$ cat config.mk
export PLATFORM = sky130hd
export DESIGN_NAME = up_down_sweep_ctrl_flat
export DESIGN_NICKNAME = d
export VERILOG_FILES = /design/src/rtl/up_down_sweep_ctrl_if.sv /design/src/rtl/up_down_sweep_ctrl.sv /design/src/flat_wrapper.sv
export SDC_FILE = /design/constraint.sdc
export NUM_CORES = 1
export LEC_CHECK = 0
export ABC_AREA = 0
export ABC_CLOCK_PERIOD_IN_PS = 6100
export BUFFER_PORTS_ARGS = -buffer_cell sky130_fd_sc_hd__buf_2
export CAP_MARGIN = 20
export CORE_MARGIN = 8
export CORE_UTILIZATION = 65
export CTS_BUF_LIST = sky130_fd_sc_hd__clkbuf_4
export DETAILED_ROUTE_END_ITERATION = 7
export PLACE_DENSITY_LB_ADDON = 0.25
export SYNTH_ARGS = -nofsm -noshare
export SYNTH_HDL_FRONTEND = slang
export SYNTH_SLANG_ARGS = --single-unit
$ cat constraint.sdc
create_clock -name clk -period 6.1 [get_ports clk]
set_input_delay 0.305 -clock clk [delete_from_list [all_inputs] [get_ports clk]]
set_output_delay 0.305 -clock clk [all_outputs]
set_load 0.05 [all_outputs]
$ cat src/rtl/up_down_sweep_ctrl_if.sv
// Host-side bundle for the sweep sequencer: configuration, start/stop and status.
// Optional SWEEP_DWELL_EN adds the cfg_dwell field.
interface up_down_sweep_ctrl_if #(
  parameter int N     = 4,
  parameter int CYC_W = 8
);
  logic             cfg_we;
  logic [N-1:0]     cfg_lo;
  logic [N-1:0]     cfg_hi;
  logic [1:0]       cfg_mode;
  logic [CYC_W-1:0] cfg_cycles;
`ifdef SWEEP_DWELL_EN
  logic [7:0]       cfg_dwell;
`endif
  logic             start;
  logic             stop;
  logic             busy;
  logic             done;
  logic             ud;
  logic [N-1:0]     cnt;
  logic             cfg_err;

  modport master (
    output cfg_we, cfg_lo, cfg_hi, cfg_mode, cfg_cycles, start, stop,
`ifdef SWEEP_DWELL_EN
           cfg_dwell,
`endif
    input  busy, done, ud, cnt, cfg_err
  );

  modport slave (
    input  cfg_we, cfg_lo, cfg_hi, cfg_mode, cfg_cycles, start, stop,
`ifdef SWEEP_DWELL_EN
           cfg_dwell,
`endif
    output busy, done, ud, cnt, cfg_err
  );
endinterface

$ cat src/rtl/up_down_sweep_ctrl.sv
// Up/down sweep sequencer: owns the count register and direction, sweeps between shadowed limits.
// Define SWEEP_DWELL_EN to hold each count value for cfg_dwell+1 cycles.
//
// state  | meaning
// IDLE   | waiting for start; shadow config writable
// UP     | counting towards hi
// DOWN   | counting towards lo
// DONE   | one-cycle completion pulse, then back to IDLE
module up_down_sweep_ctrl #(
  parameter int N     = 4,
  parameter int CYC_W = 8
) (
  input  logic                 clk,
  input  logic                 rst,
  up_down_sweep_ctrl_if.slave  bus
);
  typedef enum logic [1:0] {S_IDLE, S_UP, S_DOWN, S_DONE} state_t;

  localparam logic [1:0] MODE_DOWN = 2'b01;
  localparam logic [1:0] MODE_PP   = 2'b10;

  state_t           r_state, w_state_nxt;
  logic [N-1:0]     r_cnt, w_cnt_nxt;
  logic             r_ud, w_ud_nxt;
  logic             r_busy, w_busy_nxt;
  logic             r_done, w_done_nxt;
  logic             r_cfg_err, w_cfg_err_nxt;
  logic [N-1:0]     r_lo, w_lo_nxt;
  logic [N-1:0]     r_hi, w_hi_nxt;
  logic [1:0]       r_mode, w_mode_nxt;
  logic [CYC_W-1:0] r_cycles, w_cycles_nxt;
  logic [CYC_W-1:0] r_rt_cnt, w_rt_cnt_nxt;
  logic [CYC_W-1:0] w_rt_inc;
  logic             w_step;
`ifdef SWEEP_DWELL_EN
  logic [7:0]       r_dwell, w_dwell_nxt;
  logic [7:0]       r_dwell_cnt, w_dwell_cnt_nxt;
`endif

  assign w_rt_inc = r_rt_cnt + CYC_W'(1);

  always_ff @(posedge clk or posedge rst) begin
    if (rst) begin
      r_state   <= S_IDLE;
      r_cnt     <= '0;
      r_ud      <= 1'b1;
      r_busy    <= 1'b0;
      r_done    <= 1'b0;
      r_cfg_err <= 1'b0;
      r_lo      <= '0;
      r_hi      <= '1;
      r_mode    <= 2'b00;
      r_cycles  <= '0;
      r_rt_cnt  <= '0;
`ifdef SWEEP_DWELL_EN
      r_dwell     <= '0;
      r_dwell_cnt <= '0;
`endif
    end else begin
      r_state   <= w_state_nxt;
      r_cnt     <= w_cnt_nxt;
      r_ud      <= w_ud_nxt;
      r_busy    <= w_busy_nxt;
      r_done    <= w_done_nxt;
      r_cfg_err <= w_cfg_err_nxt;
      r_lo      <= w_lo_nxt;
      r_hi      <= w_hi_nxt;
      r_mode    <= w_mode_nxt;
      r_cycles  <= w_cycles_nxt;
      r_rt_cnt  <= w_rt_cnt_nxt;
`ifdef SWEEP_DWELL_EN
      r_dwell     <= w_dwell_nxt;
      r_dwell_cnt <= w_dwell_cnt_nxt;
`endif
    end
  end

  always_comb begin
    w_state_nxt   = r_state;
    w_cnt_nxt     = r_cnt;
    w_ud_nxt      = r_ud;
    w_busy_nxt    = r_busy;
    w_done_nxt    = 1'b0;
    w_cfg_err_nxt = r_cfg_err;
    w_lo_nxt      = r_lo;
    w_hi_nxt      = r_hi;
    w_mode_nxt    = r_mode;
    w_cycles_nxt  = r_cycles;
    w_rt_cnt_nxt  = r_rt_cnt;
`ifdef SWEEP_DWELL_EN
    w_dwell_nxt     = r_dwell;
    w_dwell_cnt_nxt = r_dwell_cnt;
    w_step          = (r_dwell_cnt == 8'd0);
`else
    w_step          = 1'b1;
`endif

    case (r_state)
      S_IDLE: begin
        if (bus.cfg_we) begin
          w_lo_nxt      = bus.cfg_lo;
          w_hi_nxt      = bus.cfg_hi;
          w_mode_nxt    = bus.cfg_mode;
          w_cycles_nxt  = bus.cfg_cycles;
          w_cfg_err_nxt = (bus.cfg_lo > bus.cfg_hi);
`ifdef SWEEP_DWELL_EN
          w_dwell_nxt   = bus.cfg_dwell;
`endif
        end else if (bus.start && !bus.stop && !r_cfg_err) begin
          w_rt_cnt_nxt = '0;
`ifdef SWEEP_DWELL_EN
          w_dwell_cnt_nxt = r_dwell;
`endif
          if (r_lo == r_hi) begin
            w_cnt_nxt   = r_lo;
            w_ud_nxt    = (r_mode != MODE_DOWN);
            w_done_nxt  = 1'b1;
            w_busy_nxt  = 1'b0;
            w_state_nxt = S_DONE;
          end else if (r_mode == MODE_DOWN) begin
            w_cnt_nxt   = r_hi;
            w_ud_nxt    = 1'b0;
            w_busy_nxt  = 1'b1;
            w_state_nxt = S_DOWN;
          end else begin
            w_cnt_nxt   = r_lo;
            w_ud_nxt    = 1'b1;
            w_busy_nxt  = 1'b1;
            w_state_nxt = S_UP;
          end
        end
      end

      S_UP, S_DOWN: begin
        if (bus.stop) begin
          w_busy_nxt  = 1'b0;
          w_state_nxt = S_IDLE;
`ifdef SWEEP_DWELL_EN
          w_dwell_cnt_nxt = '0;
`endif
        end else if (!w_step) begin
`ifdef SWEEP_DWELL_EN
          w_dwell_cnt_nxt = r_dwell_cnt - 8'd1;
`endif
        end else begin
`ifdef SWEEP_DWELL_EN
          w_dwell_cnt_nxt = r_dwell;
`endif
          if (r_state == S_UP) begin
            if (r_cnt < r_hi) begin
              w_cnt_nxt = r_cnt + N'(1);
            end else if (r_mode == MODE_PP) begin
              w_ud_nxt    = 1'b0;
              w_state_nxt = S_DOWN;
            end else begin
              w_done_nxt  = 1'b1;
              w_busy_nxt  = 1'b0;
              w_state_nxt = S_DONE;
            end
          end else begin
            if (r_cnt > r_lo) begin
              w_cnt_nxt = r_cnt - N'(1);
            end else if (r_mode == MODE_PP) begin
              // Reaching lo closes one round trip; cycles=0 runs forever with a saturating count.
              if (r_cycles != '0 && w_rt_inc == r_cycles) begin
                w_rt_cnt_nxt = w_rt_inc;
                w_done_nxt   = 1'b1;
                w_busy_nxt   = 1'b0;
                w_state_nxt  = S_DONE;
              end else begin
                w_rt_cnt_nxt = (&r_rt_cnt) ? r_rt_cnt : w_rt_inc;
                w_ud_nxt     = 1'b1;
                w_state_nxt  = S_UP;
              end
            end else begin
              w_done_nxt  = 1'b1;
              w_busy_nxt  = 1'b0;
              w_state_nxt = S_DONE;
            end
          end
        end
      end

      S_DONE: begin
        w_busy_nxt  = 1'b0;
        w_state_nxt = S_IDLE;
      end

      default: w_state_nxt = S_IDLE;
    endcase
  end

  assign bus.cnt     = r_cnt;
  assign bus.ud      = r_ud;
  assign bus.busy    = r_busy;
  assign bus.done    = r_done;
  assign bus.cfg_err = r_cfg_err;
endmodule

$ cat src/flat_wrapper.sv
// flat-port wrapper written by rule: the top's interface ports become plain ports
module up_down_sweep_ctrl_flat 
#(
  parameter int N     = 4,
  parameter int CYC_W = 8
)
  (clk, rst, bus_cfg_we, bus_cfg_lo, bus_cfg_hi, bus_cfg_mode, bus_cfg_cycles, bus_start, bus_stop, bus_busy, bus_done, bus_ud, bus_cnt, bus_cfg_err);
  up_down_sweep_ctrl_if #(.N(N), .CYC_W(CYC_W)) bus_i ();
  input  logic clk;
  input  logic rst;
  input wire logic [$bits(bus_i.cfg_we)-1:0] bus_cfg_we;
  input wire logic [$bits(bus_i.cfg_lo)-1:0] bus_cfg_lo;
  input wire logic [$bits(bus_i.cfg_hi)-1:0] bus_cfg_hi;
  input wire logic [$bits(bus_i.cfg_mode)-1:0] bus_cfg_mode;
  input wire logic [$bits(bus_i.cfg_cycles)-1:0] bus_cfg_cycles;
  input wire logic [$bits(bus_i.start)-1:0] bus_start;
  input wire logic [$bits(bus_i.stop)-1:0] bus_stop;
  output wire logic [$bits(bus_i.busy)-1:0] bus_busy;
  output wire logic [$bits(bus_i.done)-1:0] bus_done;
  output wire logic [$bits(bus_i.ud)-1:0] bus_ud;
  output wire logic [$bits(bus_i.cnt)-1:0] bus_cnt;
  output wire logic [$bits(bus_i.cfg_err)-1:0] bus_cfg_err;
  assign bus_i.cfg_we = bus_cfg_we;
  assign bus_i.cfg_lo = bus_cfg_lo;
  assign bus_i.cfg_hi = bus_cfg_hi;
  assign bus_i.cfg_mode = bus_cfg_mode;
  assign bus_i.cfg_cycles = bus_cfg_cycles;
  assign bus_i.start = bus_start;
  assign bus_i.stop = bus_stop;
  assign bus_busy = bus_i.busy;
  assign bus_done = bus_i.done;
  assign bus_ud = bus_i.ud;
  assign bus_cnt = bus_i.cnt;
  assign bus_cfg_err = bus_i.cfg_err;
  up_down_sweep_ctrl #(.N(N), .CYC_W(CYC_W)) u_core (.clk(clk), .rst(rst), .bus(bus_i));
endmodule
Yosys cells after proc, flatten, opt, wreduce, memory -nomap -nowiden:

Index checks and enable logic that the tools add are counted.
Widths: inputs -> output; s select.

* register bits: 36
* logic and storage cells: 121
* input port bits: 23
* output and inout port bits: 8

* multiplexer cells: 64
* add/sub/neg operators: 3
* $lt $le $gt $ge: 3
* eq/ne operators: 24
* reduce and logical (&&, ||, !) cells: 16

Operator list (count)
* $mux 8: 8
* $mux 1: 32
* $mux 4: 8
* $reduce_and 8->1: 3
* $mux 2: 10
* $pmux 8 s2: 1
* $ne 4x4->1 const B: 3
* $reduce_and 6->1: 2
* $ne 3x2->1 const B: 3
* $add 8x1->8 const B: 1
* $eq 8x8->1: 1
* $gt 4x4->1: 2
* $ne 2x2->1 const B: 4
* $pmux 4 s2: 1
* $reduce_bool 8->1: 1
* $eq 2x2->1 const B: 3
* $ne 2x1->1 const B: 3
* $ne 3x3->1 const B: 2
* $pmux 2 s3: 1
* $add 4x1->4 const B: 1
* $eq 2x1->1 const B: 2
* $eq 4x4->1: 1
* $lt 4x4->1: 1
* $ne 4x3->1 const B: 1
* other kinds (11): 15

Longest topological paths before layout:

* word-level depth: 9
* mapped depth: 10
* depth with buffers taken out: 10

Least setup slack after synthesis:

Ideal clock, no wire load.

* path type: register to register
* start: register u_core.r_cnt[1], in the netlist u_core.bus.cnt[1]
* end: register u_core.r_rt_cnt[6]
* period minus slack after synthesis: 2.504 ns
* stages on the path, launching flop included: 8
* data arrival time: 2.435 ns
* required time: 6.031 ns
* path buffers: 0
* library setup time: 0.069 ns
* path slack: 3.596 ns
* cells stage by stage: dfrtp_1 -> ha_1 -> nor2b_1 -> o211a_1 -> o21ai_0 -> o21ai_2 -> or4_1 -> nand3_1

* word-level cells in the longest chain between the ends: 3

RTL lines
* from (decl): line up_down_sweep_ctrl.sv:23 `logic [N-1:0] r_cnt, w_cnt_nxt;`
* from (signal assigned): line up_down_sweep_ctrl.sv:61 `r_cnt <= w_cnt_nxt;`
* $gt 4x4->1: line up_down_sweep_ctrl.sv:161 `if (r_cnt > r_lo) begin`
* $ne 2x2->1 (no source line)
* $reduce_and 8->1 (no source line)
* to (signal assigned): line up_down_sweep_ctrl.sv:70 `r_rt_cnt <= w_rt_cnt_nxt;`
* to (decl): line up_down_sweep_ctrl.sv:32 `logic [CYC_W-1:0] r_rt_cnt, w_rt_cnt_nxt;`

No other way between the ends.
A chain may end at the register's enable or synchronous reset.

Worst setup path after layout:

* start: register u_core.r_state[0]
* end: register u_core.r_rt_cnt[3]

* word-level cells in the longest chain between the ends: 4
* elaborated cells on any way between the ends: 14
* those cells by class: eq/ne (9); mux (1); reduce/logical (4)

RTL lines
* from (decl): line up_down_sweep_ctrl.sv:22 `state_t r_state, w_state_nxt;`
* from (signal assigned): line up_down_sweep_ctrl.sv:60 `r_state <= w_state_nxt;`
* $eq 2x2->1 / $eq 2x1->1 (equally long branches): line up_down_sweep_ctrl.sv:98, up_down_sweep_ctrl.sv:149
* $reduce_or 2->1: line up_down_sweep_ctrl.sv:98 `case (r_state)`
* $ne 3x2->1 (no source line) (tied with other cells)
* $reduce_and 8->1 (no source line)

Several ways; a longest one is shown, not always the timed one.

==> impl_metrics.csv <==
group,metric,value,unit
yosys,syn-mean-instance-area,9.195,sq um
detailed_routing,ant_nets,0,
floorplanning,die_x,78.37,um
placement,place_congestion,0.8764,
timing,period_needed,2.948,ns
yosys,ys_warn_count,0,
yosys,synth-compound-area-share,17.07,%
pwr,ir_worst_vdd,313.8,uV
yosys,yosys-top-cells-area,"dfrtp_1 (31%), ha_1 (8.9%), mux2_2 (7.1%)",
placement,port_buffers,30,
cts,root_buffer,"clkbuf_4",
cts,ctsHoldBuffers,0,
floorplanning,pin_count,31,
setup_path,worst_setup_path_end_kind,"flop",
timing,holdWs,0.04977,ns
yosys,synthArstFlopShare,100.0,%
yosys,synth.area.mux_share,9.104,%
cts,htreeDepth,2,
job,drv_cap,0,
yosys,synth_top_area_share,30.68,%
setup_path,crit_path_start_kind,"flop",
yosys,synth_fa_ha_area_share,9.698,%
timing,final-max-slew-violation-count,0,
outcome,status,"finished, final reports clean",
detailed_routing,wl_per_cell,15.02,um
timing,max_freq,0.3392,GHz
placement,dp_hpwl,4.095,mm
timing,maxSlewHeadroom,48.43,%
yosys,netlist_area,2529,sq um
cts,cts-buffers-inserted,5,
worst_hold_path,hold_path.class,"primary input to async pin",
cts,cts_tree,"yes",
cts,clock_latency,0.34,ns
cts,clock-sinks,36,
detailed_routing,route.detailed.drc,0,
yosys,ys_types,52,
yosys,synth_xor_area_share,5.195,%
finish,nets,346,
grt,antenna_found_initial,0,
timing,clock_skew,0.004410,ns
yosys,synth_nets,317,
yosys,ys_ff_latch,36,
yosys,synth_edf_count,0,
finish,syn2layout_area_growth,10.19,%
grt,grt_pass1_wl,9.673,mm
timing,rsz0062_at_grt,"false",
timing,layout_worst_path_cycle_share,48.32,%
detailed_routing,drt-initial-drc-count,260,
grt,grt_max_degree,37,
yosys,yosys_most_used_dff,"dfrtp_1",
yosys,netlist_instances,275,
cts,clkTransAtPathRegs,0.11,ns
floorplanning,die_h,78.37,um
yosys,post-synth-top-area-cell,"dfrtp_1",
timing,final-setup-viol-count,0,
setup_path,worstPathRequired,6.38,ns
setup_path,critPathKind,"flop to flop",
yosys,seq_area_frac_synth,35.87,%
grt,first_global_vias,2164,
cts,cts_setup_buffers,0,
yosys,synth_top_family_by_area,"simple AND/OR/NAND/NOR gates",
floorplanning,core-area,3689,sq um
cts,cts_buffer_depth,2,
floorplanning,die-area,6142,sq um
finish,final_core_utilization,75.54,%
setup_path,crit_fanout,24,
detailed_routing,wl,5.302,mm
setup_path,arrival,3.23,ns
timing,tightest_slew,0.7717,ns
detailed_routing,vias,2140,
grt,grt_overflow,0,
floorplanning,row_count,22,
pwr,leakage,1.289,nW
timing,finalHoldViolCount,0,
finish,drive_above_1_share,21.64,%
cts,cts_resized,0,
detailed_routing,firstDrtPassIters,4,
grt,grtUsageTotal,18.86,%
finish,layout.cells.non_filler,353,
placement,dp_cells,345,
floorplanning,start_util,68.55,%
pwr,powerDensity,584.3,nW/um^2
timing,setup_tns,0,ns
finish,n_antenna_cell,0,
yosys,synth-simple-area-share,18.06,%
detailed_routing,via_per_inst,6.062,
## cells by family (layout without fill, tap and decap cells)
| family | Yosys count | after routing |
|---|---|---|
| mux | 21 | 21 |
| compound gates | 66 | 66 |
| flops | 36 | 36 |
| xor+xnor | 15 | 15 |
| buf+inv | 32 | 62 |
| fa+ha+maj | 19 | 19 |
| simple gates | 86 | 86 |
## path summary, 6_finish.rpt
kind / start / to / slack [ns] / depth (start not counted)
setup / recovery: u_core.r_state[0] / u_core.r_rt_cnt[3] / 3.15 / 7
hold / removal: rst / u_core.r_cycles[3] / 0.05 / 3
hold reg to reg: u_core.r_hi[2] / u_core.r_hi[2] / 0.51 / 2
setup reg to reg: u_core.r_state[0] / u_core.r_rt_cnt[3] / 3.15 / 7
min in group clk: bus_cfg_cycles[2] / u_core.r_cycles[2] / 0.19 / 2
max in group asynchronous: rst / u_core.bus.ud / 5.70 / 3
## flip-flops by register name (all words and copies together) (netlist names)
| register | flops |
|---|---|
| u_core.r_rt_cnt | 8 |
| u_core.bus.busy | 1 |
| u_core.bus.cfg_err | 1 |
| u_core.r_cycles | 8 |
| u_core.r_lo | 4 |
| u_core.r_hi | 4 |
| u_core.bus.ud | 1 |
| u_core.bus.cnt | 4 |
| u_core.r_mode | 2 |
| u_core.r_state | 2 |
| u_core.bus.done | 1 |
## placed cells by master, fill, tap and decap left out, types with 4 or more instances in the layout
master | Yosys | final
a21oi_1 | 17 | 17
buf_2 | 4 | 30
clkbuf_4 | 0 | 6
dfrtp_1 | 31 | 31
dfstp_2 | 5 | 5
ha_1 | 18 | 18
inv_1 | 23 | 23
mux2_2 | 16 | 16
mux2i_1 | 5 | 5
nand2_1 | 29 | 29
nand2b_1 | 8 | 8
nand3_1 | 8 | 8
nand4_1 | 4 | 4
nor2_1 | 12 | 12
nor2b_1 | 4 | 4
o211ai_1 | 6 | 6
o21ai_0 | 17 | 17
xnor2_1 | 11 | 11
xor2_1 | 4 | 4
## per-stage QoR
step	power, W	cell area [sq um]	worst slack [ns]
global placement	0.001411	2706	3.333
CTS	0.001623	2786	3.195
detailed placement	0.001447	2706	3.253
finish	0.001628	2786	3.152
global route	0.001770	2786	2.924
floorplan	0.001241	2529	3.596
## routing by layer
metal	global-route usage (%)	routed length [um]	share of wire (%)
met1	25.83	2516	47
met5	0	0	0
met3	4.328	385	7.3
met4	7.037	94	1.8
met2	28.25	2306	43
## critical path: stages (launching register included)
cell and delay (ns):
dfrtp_1 0.41, inv_1 0.08, ha_1 0.75, mux2i_1 0.15, or4_1 0.67, nor2_1 0.27
or4b_1 0.46, nand3_1 0.09
## synthesized netlist by cell type, types with 2 or more instances
master / number
dfrtp_1: 31
nand2_1: 29
inv_1: 23
ha_1: 18
a21oi_1: 17
o21ai_0: 17
mux2_2: 16
nor2_1: 12
xnor2_1: 11
nand2b_1: 8
nand3_1: 8
o211ai_1: 6
dfstp_2: 5
mux2i_1: 5
buf_2: 4
clkbuf_1: 4
nand4_1: 4
nor2b_1: 4
xor2_1: 4
a22oi_1: 3
a31oi_1: 3
and2_1: 3
nor3_1: 3
a21o_1: 2
a32o_1: 2
and3_1: 2
and3_2: 2
o2111ai_1: 2
o22ai_1: 2
or3_1: 2
or4_1: 2
## final cells by class
type | instances | area (sq um)
clock buffers | 6 | 45.04
clock inverters | 2 | 35.03
fillers | 280 | 902.1
inverters | 23 | 86.33
multi-input cells | 207 | 1495
flip-flops and latches | 36 | 907.1
well taps | 48 | 60.06
repair buffers | 31 | 157.7
## where the power goes
part | internal (W) | switching, W
Combinational | 0.000401 | 0.000564
Sequential | 0.000359 | 0.000134
Clock | 0.0000904 | 0.0000802
Note: power is estimated with default switching activity, not from simulation.
